File: src/rtl/snn_input_loader_if.sv
// Byte-in / bit-out bus of the SNN input loader: UART receive handshake plus RAM write port.
// master = loader side, slave = UART receiver / RAM side.
interface snn_input_loader_if #(
    parameter int unsigned ADDR_WIDTH = 10,
    parameter int unsigned BYTE_WIDTH = 8
);
    logic [BYTE_WIDTH-1:0] rx_data;
    logic                  rx_rdy;
    logic                  clr_rx_rdy;
    logic                  ram_data;
    logic [ADDR_WIDTH-1:0] ram_addr;
    logic                  ram_we;

    modport master (
        input  rx_data,
        input  rx_rdy,
        output clr_rx_rdy,
        output ram_data,
        output ram_addr,
        output ram_we
    );

    modport slave (
        output rx_data,
        output rx_rdy,
        input  clr_rx_rdy,
        input  ram_data,
        input  ram_addr,
        input  ram_we
    );
endinterface

File: src/rtl/snn_input_loader.sv
// Unpacks UART bytes into single-bit writes filling image RAM addresses 0..NUM_BITS-1.
// Optional macro SNN_LOADER_MSB_FIRST_EN: unpack each byte MSB first (default LSB first).
module snn_input_loader #(
    parameter int unsigned ADDR_WIDTH = 10,
    parameter int unsigned NUM_BITS   = 784,
    parameter int unsigned BYTE_WIDTH = 8
) (
    input  logic                clk,
    input  logic                rst,
    input  logic                start,
    snn_input_loader_if.master  bus,
    output logic                busy,
    output logic                load_done
);
    localparam int unsigned CntWidth = (BYTE_WIDTH > 1) ? $clog2(BYTE_WIDTH) : 1;
    localparam logic [ADDR_WIDTH-1:0] LastAddr = ADDR_WIDTH'(NUM_BITS - 1);
    localparam logic [CntWidth-1:0]   LastBit  = CntWidth'(BYTE_WIDTH - 1);

    typedef enum logic [1:0] {StIdle, StWaitByte, StWrite, StDone} state_e;

    state_e                state_q, state_d;
    logic [ADDR_WIDTH-1:0] addr_cnt_q, addr_cnt_d;
    logic [CntWidth-1:0]   bit_cnt_q, bit_cnt_d;
    logic [BYTE_WIDTH-1:0] shift_reg_q, shift_reg_d;
    logic                  clr_rx_rdy;

    always_ff @(posedge clk) begin
        if (rst) begin
            state_q     <= StIdle;
            addr_cnt_q  <= '0;
            bit_cnt_q   <= '0;
            shift_reg_q <= '0;
        end else begin
            state_q     <= state_d;
            addr_cnt_q  <= addr_cnt_d;
            bit_cnt_q   <= bit_cnt_d;
            shift_reg_q <= shift_reg_d;
        end
    end

    always_comb begin
        state_d     = state_q;
        addr_cnt_d  = addr_cnt_q;
        bit_cnt_d   = bit_cnt_q;
        shift_reg_d = shift_reg_q;
        clr_rx_rdy  = 1'b0;

        unique case (state_q)
            StIdle: begin
                if (start) begin
                    state_d    = StWaitByte;
                    addr_cnt_d = '0;
                end
            end
            StWaitByte: begin
                if (bus.rx_rdy) begin
                    shift_reg_d = bus.rx_data;
                    clr_rx_rdy  = 1'b1;
                    bit_cnt_d   = '0;
                    state_d     = StWrite;
                end
            end
            StWrite: begin
`ifdef SNN_LOADER_MSB_FIRST_EN
                shift_reg_d = shift_reg_q << 1;
`else
                shift_reg_d = shift_reg_q >> 1;
`endif
                bit_cnt_d = bit_cnt_q + 1'b1;
                // The last address holds so addr_cnt never runs past the image.
                if (addr_cnt_q == LastAddr) begin
                    state_d = StDone;
                end else begin
                    addr_cnt_d = addr_cnt_q + 1'b1;
                    if (bit_cnt_q == LastBit) begin
                        state_d = StWaitByte;
                    end
                end
            end
            StDone: begin
                state_d = StIdle;
            end
            default: begin
                state_d = StIdle;
            end
        endcase
    end

    assign bus.clr_rx_rdy = clr_rx_rdy;
    assign bus.ram_we     = (state_q == StWrite);
    assign bus.ram_addr   = addr_cnt_q;
`ifdef SNN_LOADER_MSB_FIRST_EN
    assign bus.ram_data   = shift_reg_q[BYTE_WIDTH-1];
`else
    assign bus.ram_data   = shift_reg_q[0];
`endif
    assign busy           = (state_q != StIdle);
    assign load_done      = (state_q == StDone);

endmodule

File: src/flat_wrapper.sv
// flat-port wrapper written by rule: the top's interface ports become plain ports
module snn_input_loader_flat 
#(
    parameter int unsigned ADDR_WIDTH = 10,
    parameter int unsigned NUM_BITS   = 784,
    parameter int unsigned BYTE_WIDTH = 8
)
  (clk, rst, start, busy, load_done, bus_rx_data, bus_rx_rdy, bus_clr_rx_rdy, bus_ram_data, bus_ram_addr, bus_ram_we);
  snn_input_loader_if #(.ADDR_WIDTH(ADDR_WIDTH), .BYTE_WIDTH(BYTE_WIDTH)) bus_i ();
  input  logic clk;
  input  logic rst;
  input  logic start;
  output logic busy;
  output logic load_done;
  input wire logic [$bits(bus_i.rx_data)-1:0] bus_rx_data;
  input wire logic [$bits(bus_i.rx_rdy)-1:0] bus_rx_rdy;
  output wire logic [$bits(bus_i.clr_rx_rdy)-1:0] bus_clr_rx_rdy;
  output wire logic [$bits(bus_i.ram_data)-1:0] bus_ram_data;
  output wire logic [$bits(bus_i.ram_addr)-1:0] bus_ram_addr;
  output wire logic [$bits(bus_i.ram_we)-1:0] bus_ram_we;
  assign bus_i.rx_data = bus_rx_data;
  assign bus_i.rx_rdy = bus_rx_rdy;
  assign bus_clr_rx_rdy = bus_i.clr_rx_rdy;
  assign bus_ram_data = bus_i.ram_data;
  assign bus_ram_addr = bus_i.ram_addr;
  assign bus_ram_we = bus_i.ram_we;
  snn_input_loader #(.ADDR_WIDTH(ADDR_WIDTH), .NUM_BITS(NUM_BITS), .BYTE_WIDTH(BYTE_WIDTH)) u_core (.clk(clk), .rst(rst), .start(start), .bus(bus_i), .busy(busy), .load_done(load_done));
endmodule
File: config.mk
export PLATFORM = sky130hd
export DESIGN_NAME = snn_input_loader_flat
export DESIGN_NICKNAME = d
export VERILOG_FILES = /design/src/rtl/snn_input_loader_if.sv /design/src/rtl/snn_input_loader.sv /design/src/flat_wrapper.sv
export SDC_FILE = /design/constraint.sdc
export NUM_CORES = 1
export LEC_CHECK = 0
export ABC_AREA = 1
export BUFFER_PORTS_ARGS = -buffer_cell sky130_fd_sc_hd__buf_4
export CELL_PAD_IN_SITES_DETAIL_PLACEMENT = 0
export CELL_PAD_IN_SITES_GLOBAL_PLACEMENT = 1
export CORE_MARGIN = 4
export CORE_UTILIZATION = 40
export DETAILED_ROUTE_END_ITERATION = 8
export GPL_TIMING_DRIVEN = 0
export PLACE_DENSITY_LB_ADDON = 0.1
export SKIP_LAST_GASP = 1
export SYNTH_ARGS = -nofsm -noshare
export SYNTH_HDL_FRONTEND = slang
export SYNTH_SLANG_ARGS = --single-unit
File: constraint.sdc
create_clock -name clk -period 3.6 [get_ports clk]
set_clock_uncertainty 0.05 [all_clocks]
set_input_delay 0 -clock clk [delete_from_list [all_inputs] [get_ports clk]]
set_output_delay 0 -clock clk [all_outputs]
set_load 0.01 [all_outputs]
**After elaboration in Yosys (flattened, before gate mapping)**

Index checks and enable logic that the tools add are counted.

- Register bits after elaboration: 23

- Add/subtract/negate cells: 2
- Mux-type cells: 14
- Reductions and logical operators: 7
- Equal/unequal tests: 9

Operator list:

| kind | count |
|---|---|
| 10-bit two-way mux | 2 |
| 10-bit case mux with 2 select lines | 1 |
| 8-bit case mux with 2 select lines | 1 |
| 10-bit by 1-bit adder with 10-bit output, second input constant | 1 |
| 10-bit == test, second input constant | 1 |
| 2-bit two-way mux | 4 |
| 8-bit two-way mux | 1 |
| 2-bit case mux with 4 select lines | 1 |
| 2-bit != test, second input constant | 3 |
| 3-bit case mux with 2 select lines | 1 |
| 3-bit AND reduction | 2 |
| 2-bit nonzero test | 3 |
| 2-bit == test, second input constant | 2 |
| 3-bit by 1-bit adder with 3-bit output, second input constant | 1 |
| 3-bit == test, second input constant | 1 |
| 3-bit two-way mux | 1 |
| 3-bit by 1-bit != test with 1-bit output, second input constant | 1 |
| 2-bit by 1-bit == test with 1-bit output, second input constant | 1 |
| 2-bit zero test | 1 |
| 1-bit two-way mux | 2 |
| 2-bit AND reduction | 1 |

**Longest topological paths before layout**

Gate-level depths: netlist of the first run.

- Depth in word-level cells: 4
- Mapped depth: 9

**Least setup slack after synthesis of the first run**

OpenSTA, ideal clock, no wires.

- Path kind: reg-to-reg
- From: register u_core.addr_cnt_q[1], in the netlist u_core.bus.ram_addr[1]
- To: register u_core.state_q[0]
- Buffers on the path: 0
- Data arrival time: 1.193 ns
- Path slack: 2.233 ns
- Setup time: 0.124 ns
- Period minus slack after synthesis: 1.367 ns
- Cell stages (with the launch flop): 7
- Cells stage by stage: dfxtp_1 > ha_1 > nand2_2 > nor2_4 > nand3_4 > a21oi_1 > a21oi_1

- Cells in the longest elaborated chain, start to end: 3

Ends and longest elaborated chain:

| what | RTL line | RTL |
|---|---|---|
| from (decl) | snn_input_loader.sv:22 | `logic [ADDR_WIDTH-1:0] addr_cnt_q, addr_cnt_d;` |
| from (signal assigned) | snn_input_loader.sv:35 | `addr_cnt_q <= addr_cnt_d;` |
| 10-bit == test (*) | snn_input_loader.sv:71 | `if (addr_cnt_q == LastAddr) begin` |
| 2-bit two-way mux / 3-bit by 1-bit != test with 1-bit output (equally long branches) | n/a |  |
| 2-bit case mux with 4 select lines / 3-bit AND reduction (equally long branches) | n/a |  |
| to (signal assigned) | snn_input_loader.sv:29 | `state_q <= StIdle;` |
| to (signal assigned) | snn_input_loader.sv:34 | `state_q <= state_d;` |
| to (decl) | snn_input_loader.sv:21 | `state_e state_q, state_d;` |

Every way passes the cells marked *; elsewhere a longest branch is shown, timed or not.
A chain may end at the register's enable or synchronous reset.

**Worst setup path in the final report of the first run**

- From: register u_core.addr_cnt_q[1], in the netlist u_core.bus.ram_addr[1]
- To: register u_core.addr_cnt_q[7], in the netlist u_core.bus.ram_addr[7]

- Cells in the longest elaborated chain, start to end: 3

Ends and longest elaborated chain:

| what | RTL line |
|---|---|
| 10-bit by 1-bit adder with 10-bit output / 10-bit == test (equally long branches) | snn_input_loader.sv:74, snn_input_loader.sv:71 |
| 10-bit two-way mux / 2-bit != test (equally long branches) | n/a |
| 10-bit case mux with 2 select lines / 3-bit AND reduction (equally long branches) | n/a |

Several ways; a longest one is shown, not always the timed one. The select of a mux whose other input is x is not followed.

==> summary.txt, run 1 <==
Outcome
  • Run status: complete, no violations

Timing
  • Headroom to the max-slew limit: approximately 64%
  • RSZ-0062 raised after global routing: false
  • Total count of hold-check failures in the final report: 0
  • Count of final setup violators: 0
  • Share of the clock period used by the worst path: between 40 and 50%
  • Final max-slew violation count: 0
  • Peak Freq: about 0.65 GHz
  • Slew at the pin closest to its max-slew limit: 0.540 ns
  • Post-route minimum period: about 1.5 ns
  • Setup tns final: 0 ns

Clocking
  • TritonCTS clock tree: done
  • Worst-skew pair later-pin latency: just over 0.3 ns
  • Post_cts resized: 0
  • Cts-stage hold buffer count: 9
  • Number of setup buffers added after CTS: 0
  • Clk root buf: sky130_fd_sc_hd__clkbuf_4
  • Post-CTS clock slew at the launch and capture registers of the worst setup and hold paths: 0.13 ns
  • Total clock buffers created by CTS: 3
  • Largest buffer count on any clock path: 2
  • Number of H-tree levels: 1
  • Number of sinks handled by clock tree synthesis: 23

Power
  • Proportion of power drawn by flip-flops and latches: 47.4%
  • Internal Dissipation: around 430 uW
  • Net switching component of the power: about 230 uW
  • Clock power frac: a little under a fifth
  • Net switching share of the total power: 35.3%
  • Power per standard cell area: 395 mW/mm2
  • Leakage power summed over all cells: just over 0.7 nW
  • Combinational share of power: approximately 34%
  • Worst voltage drop across the vdd grid: between 0.0002 and 0.00025 V

Routing
  • Wire per inst: around 12 um
  • DRC violation count after routing: 0
  • Antenna violation net count after detailed routing: 0
  • Detailed-router iteration count before antenna repair: 5
  • Detailed Route WL: approximately 3.2 mm
  • Via count of the routed design: approximately 1400
  • Mean number of vias per cell: between 4 and 5
  • Initial DRC count: between 50 and 60

Hold path
  • Min-Delay Path Class: input port to register
  • Worst hold path startpoint: start

Job
  • Max-cap violations: 0

Floorplan
  • Top-Level Pins: 27
  • Core box area: just over 0.003 mm2
  • Initial Utilization: between 40% and 50%
  • Number of placement rows: 20
  • Vert. Die Dim: approximately 65 um
  • Overall die area: 0.00423 mm2
  • Die Span X: 65.0 um

Worst setup path
  • Critical Path End Type: register
  • Critical register-to-register path startpoint: u_core.bus.ram_addr[1]$_SDFFE_PP0P_
  • Worst-path fanout max: 10
  • Critical setup path kind: register to register
  • Type of element launching the critical path: register
  • WP data required: 3.79 ns
  • Critical path startpoint: u_core.bus.ram_addr[1]$_SDFFE_PP0P_
  • Arrival time worst endpoint: 1.72 ns

Finish
  • Fraction of layout cells with a size suffix above 1: about 23%
  • Post-Layout Cell Count: between 200 and 300
  • Number of fillers in the final layout: roughly 320
  • Inserted Diodes: 0
  • Net count reported at finish: 246
  • Layout-stage area growth over the synthesis result: 28.2%

Placed design
  • Final HPWL from detailed placement: 2.35 mm
  • Placed cell count: 261
  • Quantity of I/O buffers inserted on ports: 26
  • Routability Congestion: between 0.8 and 0.9

Logic synthesis
  • Fraction of the yosys area taken by sequential cells: between 30% and 40%
  • Syn Inst Count: 191
  • Syn Std Cell Area: 0.00130 mm2
  • Mean instance size in the synthesized netlist: between 6 and 7 um2
  • Total nets after synthesis: around 200
  • Distinct cell type count after synthesis: 24
  • Yosys reg bits: 23
  • Yosys warnings: 0

GRT
  • Number of antenna violations at the first check in global routing: 0
  • Via count of the first global-routing pass: about 1400
  • Maximum number of pins on one net before global-route repair: 13
  • GRT Total Usage: between 15 and 20%
  • Sum of overflow across all layers after global routing: 0
  • First-pass GRT wire length: between 5 and 6 mm
-- Yosys cell counts, drive strengths merged --
cell,count,area (um2)
buf,6,47.5
xor2,1,8.76
o21ai,9,45.0
nand3,24,138
a21oi,17,85.1
nand4,3,18.8
clkbuf,1,3.75
dfxtp,23,460
inv,20,75.1
nand2,56,225
or2,1,6.26
a31oi,7,43.8
nor2,20,105
ha,3,37.5
-- critical path, stage by stage (launching register included) --
cell and delay (ns):
sky130_fd_sc_hd__dfxtp_1 0.41, sky130_fd_sc_hd__ha_1 0.25, sky130_fd_sc_hd__nand2_2 0.10, sky130_fd_sc_hd__nor2_4 0.16, sky130_fd_sc_hd__nand3_4 0.13, sky130_fd_sc_hd__nand2_4 0.15
sky130_fd_sc_hd__nand3_1 0.08, sky130_fd_sc_hd__a21oi_1 0.13
-- per-stage QoR --
stage,instance area (um2),power (mW),hold slack [ns],setup WS [ns],utilization [%]
detailed placement,1550,0.536,0.153,2.13,50.4
global placement,1550,0.532,0.144,2.15,50.4
global route,1670,0.716,0.0557,1.87,54.1
floorplan,1300,0.464,0.0191,2.23,-
finish,1670,0.658,0.0602,2.07,54.1
CTS,1670,0.667,0.0466,2.08,54.1
-- cell usage in the layout, fill, tap and decap left out, types with 2 or more instances in the layout --
| cell | count |
|---|---|
| sky130_fd_sc_hd__a21oi_1 | 17 |
| sky130_fd_sc_hd__a31oi_1 | 7 |
| sky130_fd_sc_hd__buf_2 | 2 |
| sky130_fd_sc_hd__buf_4 | 28 |
| sky130_fd_sc_hd__buf_6 | 2 |
| sky130_fd_sc_hd__clkbuf_1 | 2 |
| sky130_fd_sc_hd__clkbuf_4 | 3 |
| sky130_fd_sc_hd__dfxtp_1 | 23 |
| sky130_fd_sc_hd__dlygate4sd3_1 | 9 |
| sky130_fd_sc_hd__ha_1 | 3 |
| sky130_fd_sc_hd__inv_1 | 16 |
| sky130_fd_sc_hd__inv_2 | 4 |
| sky130_fd_sc_hd__nand2_1 | 52 |
| sky130_fd_sc_hd__nand2_2 | 3 |
| sky130_fd_sc_hd__nand3_1 | 22 |
| sky130_fd_sc_hd__nand4_1 | 3 |
| sky130_fd_sc_hd__nor2_1 | 12 |
| sky130_fd_sc_hd__nor2_2 | 6 |
| sky130_fd_sc_hd__nor2_4 | 2 |
| sky130_fd_sc_hd__o21ai_0 | 7 |
| sky130_fd_sc_hd__o21ai_1 | 2 |
-- power groups by stage --
| stage | registers (mW) | logic [mW] | clock network (mW) |
|---|---|---|---|
| after floorplan | 0.315 | 0.149 | 0 |
| after global placement | 0.316 | 0.217 | 0 |
| after detailed placement | 0.316 | 0.220 | 0 |
| after CTS | 0.312 | 0.229 | 0.127 |
| after global routing | 0.317 | 0.258 | 0.141 |
| final | 0.312 | 0.226 | 0.120 |
-- routing by layer --
layer / vias up / global-route usage (%) / part of all wire, %
met5: - / 0 / 0
met4: 0 / 6.22 / 0.99
met3: 4 / 2.77 / 3.4
met2: 23 / 32.3 / 52
met1: 636 / 20.4 / 44
li1: 705 / - / -
-- area by class of cell --
| class | instances | area, um2 | area share (%) |
|---|---|---|---|
| Clock buffer | 4 | 26.3 | 1.58 |
| Sequential cell | 23 | 460 | 27.6 |
| Tap cell | 44 | 55.1 | 3.30 |
| Multi-Input combinational cell | 141 | 713 | 42.8 |
| Buffer | 7 | 51.3 | 3.08 |
| Inverter | 20 | 75.1 | 4.50 |
| Timing Repair Buffer | 35 | 285 | 17.1 |
-- logic make-up after synthesis --
family	Yosys count	share of synthesized area, %
AO/OA/AOI/OAI	33	13.4
adder cells (fa/ha/maj)	3	2.89
flip-flops	23	35.4
XOR/XNOR	1	0.674
buffers and inverters	27	9.72
AND/OR/NAND/NOR	104	37.9
-- final timing paths --
path	end	slack, ns	depth (start not counted)
setup / recovery	u_core.bus.ram_addr[7]$_SDFFE_PP0P_	2.07	7
hold / removal	u_core.bus.ram_addr[4]$_SDFFE_PP0P_	0.06	5
setup reg to reg	u_core.bus.ram_addr[7]$_SDFFE_PP0P_	2.07	7
hold reg to reg	u_core.bit_cnt_q[1]$_SDFFE_PP0P_	0.43	2
-- state kept, by name, summed over array words and instances (netlist names) --
name	count
u_core.bus.ram_addr	10
u_core.state_q	2
u_core.bit_cnt_q	3
u_core.shift_reg_q	8
No activity file was read; power rests on OpenSTA's default activity.
==> run 2, diff against run 1 <==
--- a/config.mk
+++ b/config.mk
@@ -10,7 +10,7 @@
 export CELL_PAD_IN_SITES_DETAIL_PLACEMENT = 0
 export CELL_PAD_IN_SITES_GLOBAL_PLACEMENT = 1
 export CORE_MARGIN = 4
-export CORE_UTILIZATION = 40
+export CORE_UTILIZATION = 34
 export DETAILED_ROUTE_END_ITERATION = 8
 export GPL_TIMING_DRIVEN = 0
 export PLACE_DENSITY_LB_ADDON = 0.1
==> constraint.sdc (replaced) <==
create_clock -name clk -period 1.4 [get_ports clk]
set_clock_uncertainty 0.05 [all_clocks]
set_input_delay 0 -clock clk [delete_from_list [all_inputs] [get_ports clk]]
set_output_delay 0 -clock clk [all_outputs]
set_load 0.01 [all_outputs]
==> run 2 against run 1 <==
Compared with the run above:
- count of clock-buffer cells in the layout unchanged
- critical path depth stayed put
- register-to-register slack worse by 2.0 ns
- critical path type unchanged
==> summary.txt, run 2 (same netlist as run 1, synthesis figures left out) <==
Clocking
  • Total clock buffers created by CTS: 3
  • Number of sinks handled by clock tree synthesis: 23
  • Post-CTS clock slew at the launch and capture registers of the worst setup and hold paths: approximately 0.080 ns
  • Largest buffer count on any clock path: 2
  • Number of H-tree levels: 1
  • Worst-skew pair later-pin latency: ~0.26 ns
  • Clk root buf: sky130_fd_sc_hd__clkbuf_8
  • TritonCTS clock tree: done

Finish
  • Inserted Diodes: 0
  • Most frequent standard cell in the layout excluding fill and tap cells: sky130_fd_sc_hd__nand2_1
  • Post-layout util: 49.3%
  • Fraction of layout cells with a size suffix above 1: 29.2%
  • Layout-stage area growth over the synthesis result: 39.7%
  • Commonest cells after routing, fill and taps aside: sky130_fd_sc_hd__nand2_1 (52), sky130_fd_sc_hd__buf_4 (31), sky130_fd_sc_hd__nand3_1 (19), sky130_fd_sc_hd__dfxtp_1 (19), sky130_fd_sc_hd__inv_1 (16)
  • Max FFs per register: 10
  • Number of fillers in the final layout: roughly 400
  • Net count reported at finish: roughly 250

Power
  • Power per standard cell area: ~1000 mW/mm2
  • Worst voltage drop across the vdd grid: ~0.00048 V
  • Leakage power summed over all cells: 0.778 nW

Worst setup path
  • Type of element launching the critical path: register
  • Worst path slowest cell: sky130_fd_sc_hd__dfxtp_4
  • Worst-path fanout max: 6
  • Critical path buffer and inverter count: 0
  • Arrival time worst endpoint: roughly 1.5 ns
  • WP data required: around 1.5 ns
  • Critical Path End Type: register
  • Critical setup path kind: register to register
  • Slowest Stage Delay on Critical Path: 0.38 ns
  • Critical path cell sequence: ha_4, nand2_4, nor2_4, nand3_4, nand2_8, nand3_2, a21oi_2
  • CP delay by family, top: simple AND/OR/NAND/NOR gates

Timing
  • Count of final setup violators: 0
  • Slew at the pin closest to its max-slew limit: 0.575 ns
  • Post-route minimum period: around 1.4 ns
  • Total count of hold-check failures in the final report: 0
  • Peak Freq: approximately 0.73 GHz
  • Final max-slew violation count: 0
  • RSZ-0062 raised after global routing: true
  • Share of the clock period used by the worst path: 97.4%
  • Headroom to the max-slew limit: around 60%
  • Final worst-path setup slack: ~0.036 ns

Job
  • Max-cap violations: 0

Routing
  • DRC violation count after routing: 0
  • Wire per inst: 11.8 um
  • Antenna violation net count after detailed routing: 0
  • Initial DRC count: 88
  • Detailed Route WL: between 3 and 4 mm
  • Detailed-router iteration count before antenna repair: 4
  • Via count of the routed design: 1367
  • Mean number of vias per cell: roughly 4.8

GRT
  • Maximum number of pins on one net before global-route repair: 13
  • Number of antenna violations at the first check in global routing: 0
  • First-pass GRT wire length: approximately 5.8 mm
  • Via count of the first global-routing pass: between 1000 and 1500
  • Sum of overflow across all layers after global routing: 0
  • GRT Total Usage: approximately 14%

Floorplan
  • Die Span X: between 60 and 70 um
  • Core box area: ~0.0037 mm2
  • Number of placement rows: 22
  • Vert. Die Dim: approximately 70 um
  • Top-Level Pins: 27
  • Overall die area: about 0.0049 mm2
  • Initial Utilization: about a third

Placed design
  • Final HPWL from detailed placement: roughly 2.4 mm
  • Quantity of I/O buffers inserted on ports: 26
  • Worst setup slack after placement: -0.0979 ns
  • Routability Congestion: approximately 0.8

Hold path
  • Min-Delay Path Class: input port to register

Outcome
  • Run status: complete, no violations
## run 2: cell types whose count changed in the layout (fill, tap and decap cells not counted), sizes merged
| cell | previous run | this run |
|---|---|---|
| nand2 | 56 | 57 |
| buf | 32 | 36 |
| clkbuf | 5 | 6 |
## run 2: worst reg2reg max path, stage by stage, from the launching register on
cell                      delay, ns
sky130_fd_sc_hd__dfxtp_4       0.38
sky130_fd_sc_hd__ha_4          0.16
sky130_fd_sc_hd__nand2_4       0.06
sky130_fd_sc_hd__nor2_4        0.14
sky130_fd_sc_hd__nand3_4       0.17
sky130_fd_sc_hd__nand2_8       0.14
sky130_fd_sc_hd__nand3_2       0.07
sky130_fd_sc_hd__a21oi_2       0.14
## run 2: area by class of cell
cell class                 instances  area, um2  area share [%]
sequential                        23        470            25.9
clock buffer                       4       45.0            2.48
tap                               48       60.1            3.31
buffer                             7       57.6            3.17
multi-input combinational        142        773            42.6
timing repair buffer              40        335            18.5
inverter                          20       75.1            4.13
## run 2: final timing paths
check             cells past startpoint                                  end  slack [ns]                                 from
setup / recovery                      7  u_core.bus.ram_addr[3]$_SDFFE_PP0P_        0.04  u_core.bus.ram_addr[1]$_SDFFE_PP0P_
hold / removal                        5  u_core.bus.ram_addr[4]$_SDFFE_PP0P_         0.1                                start
setup reg to reg                      7  u_core.bus.ram_addr[3]$_SDFFE_PP0P_        0.04  u_core.bus.ram_addr[1]$_SDFFE_PP0P_
hold reg to reg                       2   u_core.shift_reg_q[7]$_SDFFE_PP0P_        0.42   u_core.shift_reg_q[7]$_SDFFE_PP0P_
## run 2: what timing repair did
action	in CTS	in global routing
gates cloned	0	1
setup endpoints to repair	12	14
hold endpoints to repair	10	0
pin swaps	2	7
gates resized for setup	7	10
hold buffers	9	0
setup buffers	0	5
## run 2: power breakdown
part | switching [mW] | leakage (nW) | internal (mW)
registers | 0.0623 | 0.190 | 0.743
clock network | 0.204 | 0.0228 | 0.203
logic | 0.375 | 0.566 | 0.294
## run 2: through the flow
step	instance area, um2	hold WS [ns]	std cells	power, mW	setup TNS [ns]
floorplan	1300	0.0191	191	1.19	0
CTS	1720	0.109	278	1.83	0
global route	1820	0.146	284	2.01	-0.483
finish	1820	0.0983	284	1.88	0
global placement	1560	0.144	265	1.38	-0.545
detailed placement	1560	0.152	265	1.38	-0.849
## run 2: layer usage
metal | track usage (%) | wire length (um) | up-vias
li1 | - | - | 714
met1 | 18.6 | 1510 | 626
met2 | 23.2 | 1670 | 23
met3 | 2.61 | 138 | 4
met4 | 4.68 | 33 | 0
met5 | 0 | 0 | -
==> run 3, diff against run 2 <==
--- a/config.mk
+++ b/config.mk
@@ -9,6 +9,7 @@
 export BUFFER_PORTS_ARGS = -buffer_cell sky130_fd_sc_hd__buf_4
 export CELL_PAD_IN_SITES_DETAIL_PLACEMENT = 0
 export CELL_PAD_IN_SITES_GLOBAL_PLACEMENT = 1
+export CORE_ASPECT_RATIO = 1.5
 export CORE_MARGIN = 4
 export CORE_UTILIZATION = 34
 export DETAILED_ROUTE_END_ITERATION = 8
==> run 3 against run 2 <==
Compared with the run above:
- cell area grew 1.7%
- global-route usage grew 0.89 points
- sequential share of layout area shrank 0.17 points
- maximum frequency grew 0.59%
- utilization grew 0.93 points
- final cell count shrank 1.1%
- die area grew 0.41%
- worst setup slack gained 0.0080 ns
- sequential power is essentially flat
- count of clock-buffer cells in the layout is the same
- largest power group unchanged
==> summary.txt, run 3 (same netlist as run 1, synthesis figures left out) <==
Finish
  • Inserted Diodes: 0
  • Max FFs per register: 10
  • Most frequent standard cell in the layout excluding fill and tap cells: sky130_fd_sc_hd__nand2_1
  • Post-layout util: around half
  • Net count reported at finish: ~250
  • Layout-stage area growth over the synthesis result: 42.2%
  • Final instance area: 0.00185 mm2
  • Commonest cells after routing, fill and taps aside: sky130_fd_sc_hd__nand2_1 (52), sky130_fd_sc_hd__buf_4 (34), sky130_fd_sc_hd__dfxtp_1 (17)
  • Post-Layout Cell Count: between 200 and 300
  • Fraction of layout cells with a size suffix above 1: between 30% and 40%

Worst setup path
  • Critical register-to-register path startpoint: u_core.bus.ram_addr[1]$_SDFFE_PP0P_
  • Critical path startpoint: u_core.bus.ram_addr[1]$_SDFFE_PP0P_
  • WP data required: between 1.5 and 2 ns
  • Reg-to-reg slack, setup: 0.04 ns
  • Arrival time worst endpoint: ~1.5 ns
  • Critical Path End Type: register
  • Last element of the critical path: u_core.bus.ram_addr[1]$_SDFFE_PP0P_
  • Depth of the worst register-to-register path: 7
  • Reg-to-reg critical path endpoint: u_core.bus.ram_addr[1]$_SDFFE_PP0P_
  • Type of element launching the critical path: register
  • Critical setup path kind: register to register
  • Worst-path fanout max: 6

Timing
  • Setup tns final: 0 ns
  • Peak Freq: about 0.74 GHz
  • RSZ-0062 raised after global routing: true
  • Hold slack final: slightly above 0.1 ns
  • Final max-slew violation count: 0
  • Slew at the pin closest to its max-slew limit: 0.633 ns
  • Total count of hold-check failures in the final report: 0
  • Final worst-path setup slack: between 0.04 and 0.05 ns
  • Count of final setup violators: 0
  • Post-route minimum period: about 1.4 ns
  • Headroom to the max-slew limit: approximately 58%
  • Share of the clock period used by the worst path: 96.9%

Outcome
  • Run status: complete, no violations

Clocking
  • Worst-skew pair later-pin latency: 0.27 ns
  • Total clock buffers created by CTS: 3
  • Clk root buf: sky130_fd_sc_hd__clkbuf_8
  • Number of sinks handled by clock tree synthesis: 23
  • TritonCTS clock tree: done
  • Post-CTS clock slew at the launch and capture registers of the worst setup and hold paths: 0.09 ns
  • Largest buffer count on any clock path: 2
  • Number of H-tree levels: 1

Power
  • Worst voltage drop across the vdd grid: ~0.0006 V
  • Power per standard cell area: 1030 mW/mm2
  • Power consumption: approximately 1.9 mW
  • Leakage power summed over all cells: 0.790 nW

Placed design
  • Placed cell count: 260
  • Worst setup slack after placement: -0.112 ns
  • Final HPWL from detailed placement: between 2 and 3 mm
  • Placed cell area: 0.00155 mm2
  • Quantity of I/O buffers inserted on ports: 26
  • Routability Congestion: about 0.76

GRT
  • Maximum number of pins on one net before global-route repair: 13
  • Via count of the first global-routing pass: approximately 1300
  • GRT Total Usage: between 15 and 20%
  • First-pass GRT wire length: around 6 mm
  • Sum of overflow across all layers after global routing: 0
  • Number of antenna violations at the first check in global routing: 0

Floorplan
  • Initial Utilization: 35.3%
  • Die Span X: approximately 58 um
  • Top-Level Pins: 27
  • Core box area: 0.00368 mm2
  • Vert. Die Dim: roughly 84 um
  • Overall die area: 0.00490 mm2
  • Number of placement rows: 27

Routing
  • Wire per inst: 12.7 um
  • Mean number of vias per cell: 5.01
  • Initial DRC count: 29
  • Detailed-router iteration count before antenna repair: 4
  • DRC violation count after routing: 0
  • Via count of the routed design: roughly 1400
  • Antenna violation net count after detailed routing: 0
  • Detailed Route WL: 3.58 mm

Job
  • Max-cap violations: 0

Hold path
  • Min-Delay Path Class: input port to register
[run 3: critical path, cell delays in order, from the launching register on]
cell	delay, ns
sky130_fd_sc_hd__dfxtp_4	0.37
sky130_fd_sc_hd__ha_4	0.15
sky130_fd_sc_hd__nand2_4	0.05
sky130_fd_sc_hd__nor2_4	0.14
sky130_fd_sc_hd__nand3_4	0.17
sky130_fd_sc_hd__nand2_8	0.12
sky130_fd_sc_hd__nand3_1	0.08
sky130_fd_sc_hd__a21oi_1	0.13
[run 3: timing repair]
action,4_1_cts,5_1_grt
pin swaps,3,8
gates resized for setup,6,22
buffers inserted,1,6
hold buffers,9,0
gates cloned,0,1
setup endpoints to repair,12,13
endpoints found under the hold margin,10,0
[run 3: per-layer routing]
metal	share of wire, %	GRT usage (%)	wire (um)	vias up
met3	3.2	2.01	113	8
met2	54	27.6	1920	24
li1	-	-	-	719
met5	0	0	0	-
met1	41	17.2	1470	656
met4	2.2	4.64	80	0
[run 3: layout make-up]
cell class,instances,area (um2)
multi-input cells,142,800
well taps,43,53.8
flip-flops and latches,23,475
plain buffers,7,61.3
fillers,386,1830
repair buffers,42,338
inverters,20,75.1
clock buffers,4,45.0
[run 3: power breakdown]
group / switching, mW / internal [mW] / total (mW)
Sequential: 0.0621 / 0.741 / 0.804
Combinational: 0.389 / 0.288 / 0.677
Clock: 0.220 / 0.203 / 0.423
[run 3: how the worst min path moves through the flow]
stage	from	endpoint	slack, ns	cells past startpoint
2_1_floorplan	rst	u_core.bus.ram_addr[4]$_SDFFE_PP0P_	0.02	1
3_3_place_gp	rst	u_core.bus.ram_addr[4]$_SDFFE_PP0P_	0.15	2
3_5_place_dp	rst	u_core.bus.ram_addr[4]$_SDFFE_PP0P_	0.15	2
4_1_cts	start	u_core.bus.ram_addr[4]$_SDFFE_PP0P_	0.11	5
5_1_grt	start	u_core.bus.ram_addr[4]$_SDFFE_PP0P_	0.13	5
6_report	start	u_core.bus.ram_addr[4]$_SDFFE_PP0P_	0.10	5
